`src/rtl/req_encoder.sv`:
```
// req_encoder: registered 8-to-3 priority encoder with a valid/ack handshake.
// Requests are captured into sticky pending bits; the lowest-index pending,
// unmasked request is presented as a 3-bit code and held until acknowledged.
module req_encoder (
  input  logic       clk,
  input  logic       rst,
  input  logic [7:0] req,
  input  logic [7:0] mask,
  input  logic       ack,
  output logic [2:0] code,
  output logic       valid,
  output logic [7:0] pending
);

  typedef enum logic {
    IDLE    = 1'b0,
    PRESENT = 1'b1
  } state_t;

  state_t     state_q;
  logic [7:0] pending_q;
  logic [7:0] pending_d;
  logic [2:0] code_q;
  logic       valid_q;

  logic [7:0] eligible;
  logic [7:0] clr;
  logic [7:0] nxt;

  // Lowest set index wins; returns 0 when nothing is set (callers gate on != 0).
  function automatic logic [2:0] enc(input logic [7:0] v);
    logic [2:0] r;
    r = '0;
    for (int unsigned i = 0; i < 8; i++) begin
      if (v[7 - i]) r = 3'(7 - i);
    end
    return r;
  endfunction

  // Eligibility, the acked bit to clear, and the sticky pending update.
  always_comb begin
    eligible  = pending_q & mask;
    clr       = (valid_q && ack) ? (8'b0000_0001 << code_q) : '0;
    nxt       = eligible & ~clr;
    pending_d = (pending_q & ~clr) | req;
  end

  // Handshake FSM with registered code/valid and the pending register.
  always_ff @(posedge clk or posedge rst) begin
    if (rst) begin
      state_q   <= IDLE;
      pending_q <= '0;
      code_q    <= '0;
      valid_q   <= 1'b0;
    end else begin
      pending_q <= pending_d;
      case (state_q)
        IDLE: begin
          if (eligible != '0) begin
            code_q  <= enc(eligible);
            valid_q <= 1'b1;
            state_q <= PRESENT;
          end
        end
        PRESENT: begin
          if (ack) begin
            if (nxt != '0) begin
              code_q <= enc(nxt);
            end else begin
              valid_q <= 1'b0;
              state_q <= IDLE;
            end
          end
        end
        default: begin
          valid_q <= 1'b0;
          state_q <= IDLE;
        end
      endcase
    end
  end

  assign code    = code_q;
  assign valid   = valid_q;
  assign pending = pending_q;

endmodule
```
`config.mk`:
```
export PLATFORM = sky130hd
export DESIGN_NAME = req_encoder
export DESIGN_NICKNAME = d
export VERILOG_FILES = /design/src/rtl/req_encoder.sv
export SDC_FILE = /design/constraint.sdc
export NUM_CORES = 1
export LEC_CHECK = 0
export ABC_AREA = 1
export ABC_CLOCK_PERIOD_IN_PS = 3340
export CAP_MARGIN = 0
export CORE_MARGIN = 1.5
export CORE_UTILIZATION = 45
export CTS_BUF_LIST = sky130_fd_sc_hd__clkbuf_4 sky130_fd_sc_hd__clkbuf_8 sky130_fd_sc_hd__clkbuf_16
export DETAILED_ROUTE_END_ITERATION = 7
export PLACE_DENSITY = 0.81
export SETUP_SLACK_MARGIN = 0.15
export SLEW_MARGIN = 20
export SYNTH_ARGS = -nofsm -noshare
export SYNTH_HDL_FRONTEND = slang
export SYNTH_SLANG_ARGS = --single-unit
```
`constraint.sdc`:
```
create_clock -name clk -period 3.34 [get_ports clk]
set_clock_uncertainty 0.05 [all_clocks]
set_input_delay 0.835 -clock clk [delete_from_list [all_inputs] [get_ports clk]]
set_output_delay 0.835 -clock clk [all_outputs]
set_load 0.1 [all_outputs]
```
### Word-level counts from Yosys, hierarchy flattened

Cells that the tools add are included.

| operators by class | value |
|---|---|
| eq/ne operators | 4 |
| shift operators | 1 |
| muxes and demuxes | 29 |
| bitwise gates (word level) | 6 |
| reduce and logical (&&, ||, !) cells | 5 |

Operators by type and width:

| operator | count |
|---|---|
| 3-bit 2-to-1 mux | 19 |
| 8-bit bitwise AND | 3 |
| 8-bit nonzero test | 2 |
| 8-bit 2-to-1 mux | 1 |
| 8-bit inverter | 1 |
| 8-bit OR | 1 |
| 1-bit by 3-bit << shifter with 8-bit output (first input constant) | 1 |
| 1-bit 2-to-1 mux | 6 |
| 2-bit != test (second input constant) | 3 |
| 3-bit one-hot mux with 2 select lines | 1 |
| 3-bit AND reduction | 2 |
| 1-bit one-hot mux with 2 select lines | 2 |
| 2-bit by 1-bit != test with 1-bit output (second input constant) | 1 |
| 1-bit logical AND | 1 |
| 1-bit inverter | 1 |

| storage, ports and cells | value |
|---|---|
| register bits after elaboration | 13 |
| bits of input ports | 19 |
| output and inout bits | 12 |
| word-level logic and storage cells | 49 |

### Logic depth before layout (Yosys ltp)

| logic depth | value |
|---|---|
| depth in word-level cells | 15 |
| gate-level depth with buffers | 13 |
| mapped depth without buffers | 13 |

### Least setup slack after synthesis

OpenSTA, ideal clock, no wires.

| timing path | value |
|---|---|
| kind | register to register |
| start point | register valid_q (netlist: valid) |
| end point | register code_q[0] (netlist: code[0]) |
| data arrival time | 2018 ps |
| data required time | 3220 ps |
| path slack | 1201 ps |
| cell stages (with the launch flop) | 11 |
| cell sequence | dfrtp_1 > nand2_1 > nor2_2 > nand3_1 > nand2_2 > nand2_1 > nor2_2 > nand2_2 > a21oi_2 > o21ai_0 > nand2_1 |

| between the ends | value |
|---|---|
| word-level cells in the longest chain between the ends | 15 |
| elaborated cells on any way between the ends | 18 |
| classes of those cells | 1 x eq/ne; 12 x mux; 2 x bitwise; 3 x reduce/logical |

RTL lines:

| element | line | RTL |
|---|---|---|
| from (decl) | 24 | `logic valid_q;` |
| from (signal assigned) | 54 | `valid_q <= 1'b0;` |
| from (signal assigned) | 61 | `valid_q <= 1'b1;` |
| from (signal assigned) | 70 | `valid_q <= 1'b0;` |
| 1-bit logical AND (*) | 43 | `clr = (valid_q && ack) ? (8'b0000_0001 << code_q) : '0;` |
| 8-bit 2-to-1 mux (*) | 43 |  |
| 8-bit inverter (*) | 44 | `nxt = eligible & ~clr;` |
| 8-bit bitwise AND (*) | 44 |  |
| 3-bit 2-to-1 mux (8 in series) | 35 | `if (v[7 - i]) r = 3'(7 - i);` |
| 3-bit 2-to-1 mux | 67 | `if (nxt != '0) begin` |
| 3-bit 2-to-1 mux | 66 | `if (ack) begin` |
| 3-bit one-hot mux with 2 select lines | 57 | `case (state_q)` |
| to (signal assigned) | 60 | `code_q <= enc(eligible);` |
| to (signal assigned) | 68 | `code_q <= enc(nxt);` |
| to (decl) | 23 | `logic [2:0] code_q;` |

Every way passes the cells marked *; elsewhere a longest branch is shown, timed or not. The select of a mux whose other input is x is not followed.
A chain may end at the register's enable or synchronous reset.

### Worst setup path in the final report

| timing path | value |
|---|---|
| start point | input port ack |
| end point | register code_q[1] (netlist: code[1]) |

| between the ends | value |
|---|---|
| word-level cells in the longest chain between the ends | 15 |
| elaborated cells on any way between the ends | 19 |
| classes of those cells | 2 x eq/ne; 12 x mux; 2 x bitwise; 3 x reduce/logical |

RTL lines:

| element | line | RTL |
|---|---|---|
| from (decl) | 9 | `input logic ack,` |
| 1-bit logical AND | 43 |  |
| 8-bit 2-to-1 mux | 43 |  |
| 8-bit inverter | 44 |  |
| 8-bit bitwise AND | 44 |  |
| 3-bit 2-to-1 mux (8 in series) | 35 |  |
| 3-bit 2-to-1 mux | 67 |  |
| 3-bit 2-to-1 mux | 66 |  |
| 3-bit one-hot mux with 2 select lines | 57 |  |

Several ways; a longest one is shown, not always the timed one. The select of a mux whose other input is x is not followed.

==> impl_metrics.json <==
{
  "area_growth_syn_to_layout_pct": 39.7,
  "rsz0062_at_grt": "false",
  "avgSynthCellArea_um2": 6.85,
  "synthFlopType": "sky130_fd_sc_hd__dfrtp_1",
  "synth_warn": 0,
  "layout_commonest_cell": "sky130_fd_sc_hd__nand2_1",
  "leading_cell_types_in_the_layout_fill_and_taps_excluded": "45 x sky130_fd_sc_hd__nand2_1, 18 x sky130_fd_sc_hd__clkdlybuf4s50_1, 17 x sky130_fd_sc_hd__inv_1",
  "syn-num-nets": 141,
  "report.final.hold_viol_count": 0,
  "post_cts.repair.setup_buffers": 0,
  "clock-sinks": 13,
  "grt_pass1_wl_um": 3420,
  "gp_routability_congestion": 0.910,
  "cts_hold_buf": 0,
  "synth.cell_area_um2": 836,
  "clock-root-buffer": "sky130_fd_sc_hd__clkbuf_4",
  "die_outline_area_um2": 2120,
  "totalWireLength_um": 2110,
  "critical_path_required_ns": 3.46,
  "status": "complete, no violations",
  "powerDensity_nw_per_um2": 498,
  "cts.reportedPaths.clkPinSlew_ns": 0.08,
  "synthDistinctLibCells": 20,
  "synth-edff-count": 0,
  "drt-wirelength-per-cell_um": 11.6,
  "min_path_type": "flop to flop",
  "track_usage": 0.226,
  "ios": 31,
  "drive_above_1_share": 0.179,
  "number_of_drc_markers_after_the_initial_detailed_route_iteration": 51,
  "grt-ovfl-total": 0,
  "crit_path_end_kind": "flop",
  "die_h_um": 46.1,
  "initial_utilization": 0.484,
  "drv_cap": 0,
  "cts-buffers-inserted": 3,
  "postSynthRegisterBits": 13,
  "multiInputGateArea_um2": 447,
  "final_cell_count_no_fill": 181,
  "syn-instance-count": 122,
  "worstSetupPathType": "input port to flop",
  "p_leak_nw": 0.588,
  "finish.net_count": 176,
  "clk_latency_ns": 0.28,
  "utilization": 0.676,
  "placed_instance_count": 177,
  "fin_crit_ns": 2.35,
  "worst_slew_pin_slew_ns": 0.494,
  "report.final.setup_viol": 0,
  "drc": 0,
  "sequential_to_total_area_share_from_yosys_stat": 0.389,
  "timing.final.max_slew_violations": 0,
  "critical_path.max_fanout": 6,
  "h-tree-depth": 1,
  "seqCellArea_um2": 325,
  "finalHoldWorstSlack_ns": 0.468,
  "tritoncts": "yes",
  "fmax_ghz": 0.426,
  "postcts_resize_cnt": 0,
  "first_global_vias": 783,
  "core_um2": 1730,
  "insertedDiodeCount": 0,
  "antenna_violating_nets_post_route": 0,
  "relSlewSlack": 0.670,
  "route.vias.total": 920,
  "cts-root-to-sink-buffers": 2,
  "number_of_port_buffers": 30,
  "ir_drop_v": 0.000286,
  "placement_rows": 15,
  "drt_pre_antenna_iters": 4,
  "worst_setup_path_start_kind": "input port",
  "routed_via_density": 5.08,
  "cp.arrival_ns": 2.47,
  "pin_count_of_the_biggest_net_entering_global_routing": 14,
  "detailedPlace.worstSlack_ns": 0.730,
  "hpwl_um": 1720,
  "die-width_um": 46.1,
  "antenna_found_initial": 0,
  "summed_negative_setup_slack_over_all_endpoints_ns": 0,
  "postSynth.asyncResetShare": 1.00,
  "fin_crit_sh": 0.702,
  "setup_ws_ns": 0.994,
  "fill_cell_count": 143
}
==> state kept, by name, summed over array words and instances, names as in the netlist <==
signal and count:
state_q 1, valid 1, pending 8, code 3
==> final timing paths <==
check	from	end	slack, ns	depth (start not counted)
hold / removal	pending[2]	pending[2]	0.47	1
min in group asynchronous	rst	pending[1]	0.81	2
max in group asynchronous	rst	code[1]	2.09	2
setup / recovery	ack	code[1]	0.99	12
setup reg to reg	code[0]	code[1]	1.65	10
hold reg to reg	pending[2]	pending[2]	0.47	1
==> power breakdown <==
part	total (mW)	switching (mW)	internal, mW
Sequential	0.200	0.0256	0.174
Clock	0.111	0.0562	0.0545
Combinational	0.271	0.200	0.0709
Total	0.581	0.282	0.300
==> cell usage after synthesis (2+ instances only) <==
cell type,number,area share
sky130_fd_sc_hd__inv_1,17,0.076
sky130_fd_sc_hd__o21ai_0,10,0.060
sky130_fd_sc_hd__dfrtp_1,13,0.39
sky130_fd_sc_hd__a21oi_1,2,0.012
sky130_fd_sc_hd__nor2_1,9,0.040
sky130_fd_sc_hd__o21bai_1,2,0.018
sky130_fd_sc_hd__nand2_2,4,0.030
sky130_fd_sc_hd__nand2_1,45,0.20
sky130_fd_sc_hd__nand3_1,4,0.024
sky130_fd_sc_hd__a21oi_2,2,0.021
sky130_fd_sc_hd__nor2_2,2,0.015
sky130_fd_sc_hd__a21o_1,4,0.036
==> final cells by class <==
class / instances / area share
Clock buffer: 4 / 0.0257
Inverter: 17 / 0.0547
Multi-Input combinational cell: 92 / 0.383
Sequential cell: 13 / 0.279
Tap cell: 25 / 0.0268
Timing Repair Buffer: 30 / 0.232
==> cells by family (layout without fill, tap and decap cells) <==
group | after synthesis | after routing | share of synthesized area
AO/OA/AOI/OAI | 26 | 26 | 0.204
AND/OR/NAND/NOR | 66 | 66 | 0.331
buffers and inverters | 17 | 51 | 0.0763
flip-flops | 13 | 13 | 0.389
==> critical path, cell delays in order <==
cell and delay, ns:
sky130_fd_sc_hd__clkdlybuf4s50_1 0.58, sky130_fd_sc_hd__nand2_1 0.10, sky130_fd_sc_hd__nor2_2 0.18, sky130_fd_sc_hd__nand3_1 0.15, sky130_fd_sc_hd__nand2_2 0.10, sky130_fd_sc_hd__nand2_1 0.07
sky130_fd_sc_hd__nor2_2 0.09, sky130_fd_sc_hd__nand2_2 0.06, sky130_fd_sc_hd__nand2_1 0.10, sky130_fd_sc_hd__a21oi_2 0.08, sky130_fd_sc_hd__nand2_1 0.06, sky130_fd_sc_hd__o21ai_1 0.06
==> metal layers <==
| metal | vias to the layer above | share of wire | GRT usage |
|---|---|---|---|
| li1 | 458 | - | - |
| met1 | 415 | 0.42 | 0.309 |
| met2 | 40 | 0.48 | 0.347 |
| met3 | 7 | 0.068 | 0.0353 |
| met4 | 0 | 0.026 | 0.103 |
| met5 | - | 0 | 0 |
==> through the flow <==
step,total power [mW],instance area (um^2)
floorplan,0.398,836
global placement,0.469,1140
detailed placement,0.473,1140
CTS,0.582,1170
global route,0.611,1170
finish,0.581,1170
No activity file was read; power rests on OpenSTA's default activity.
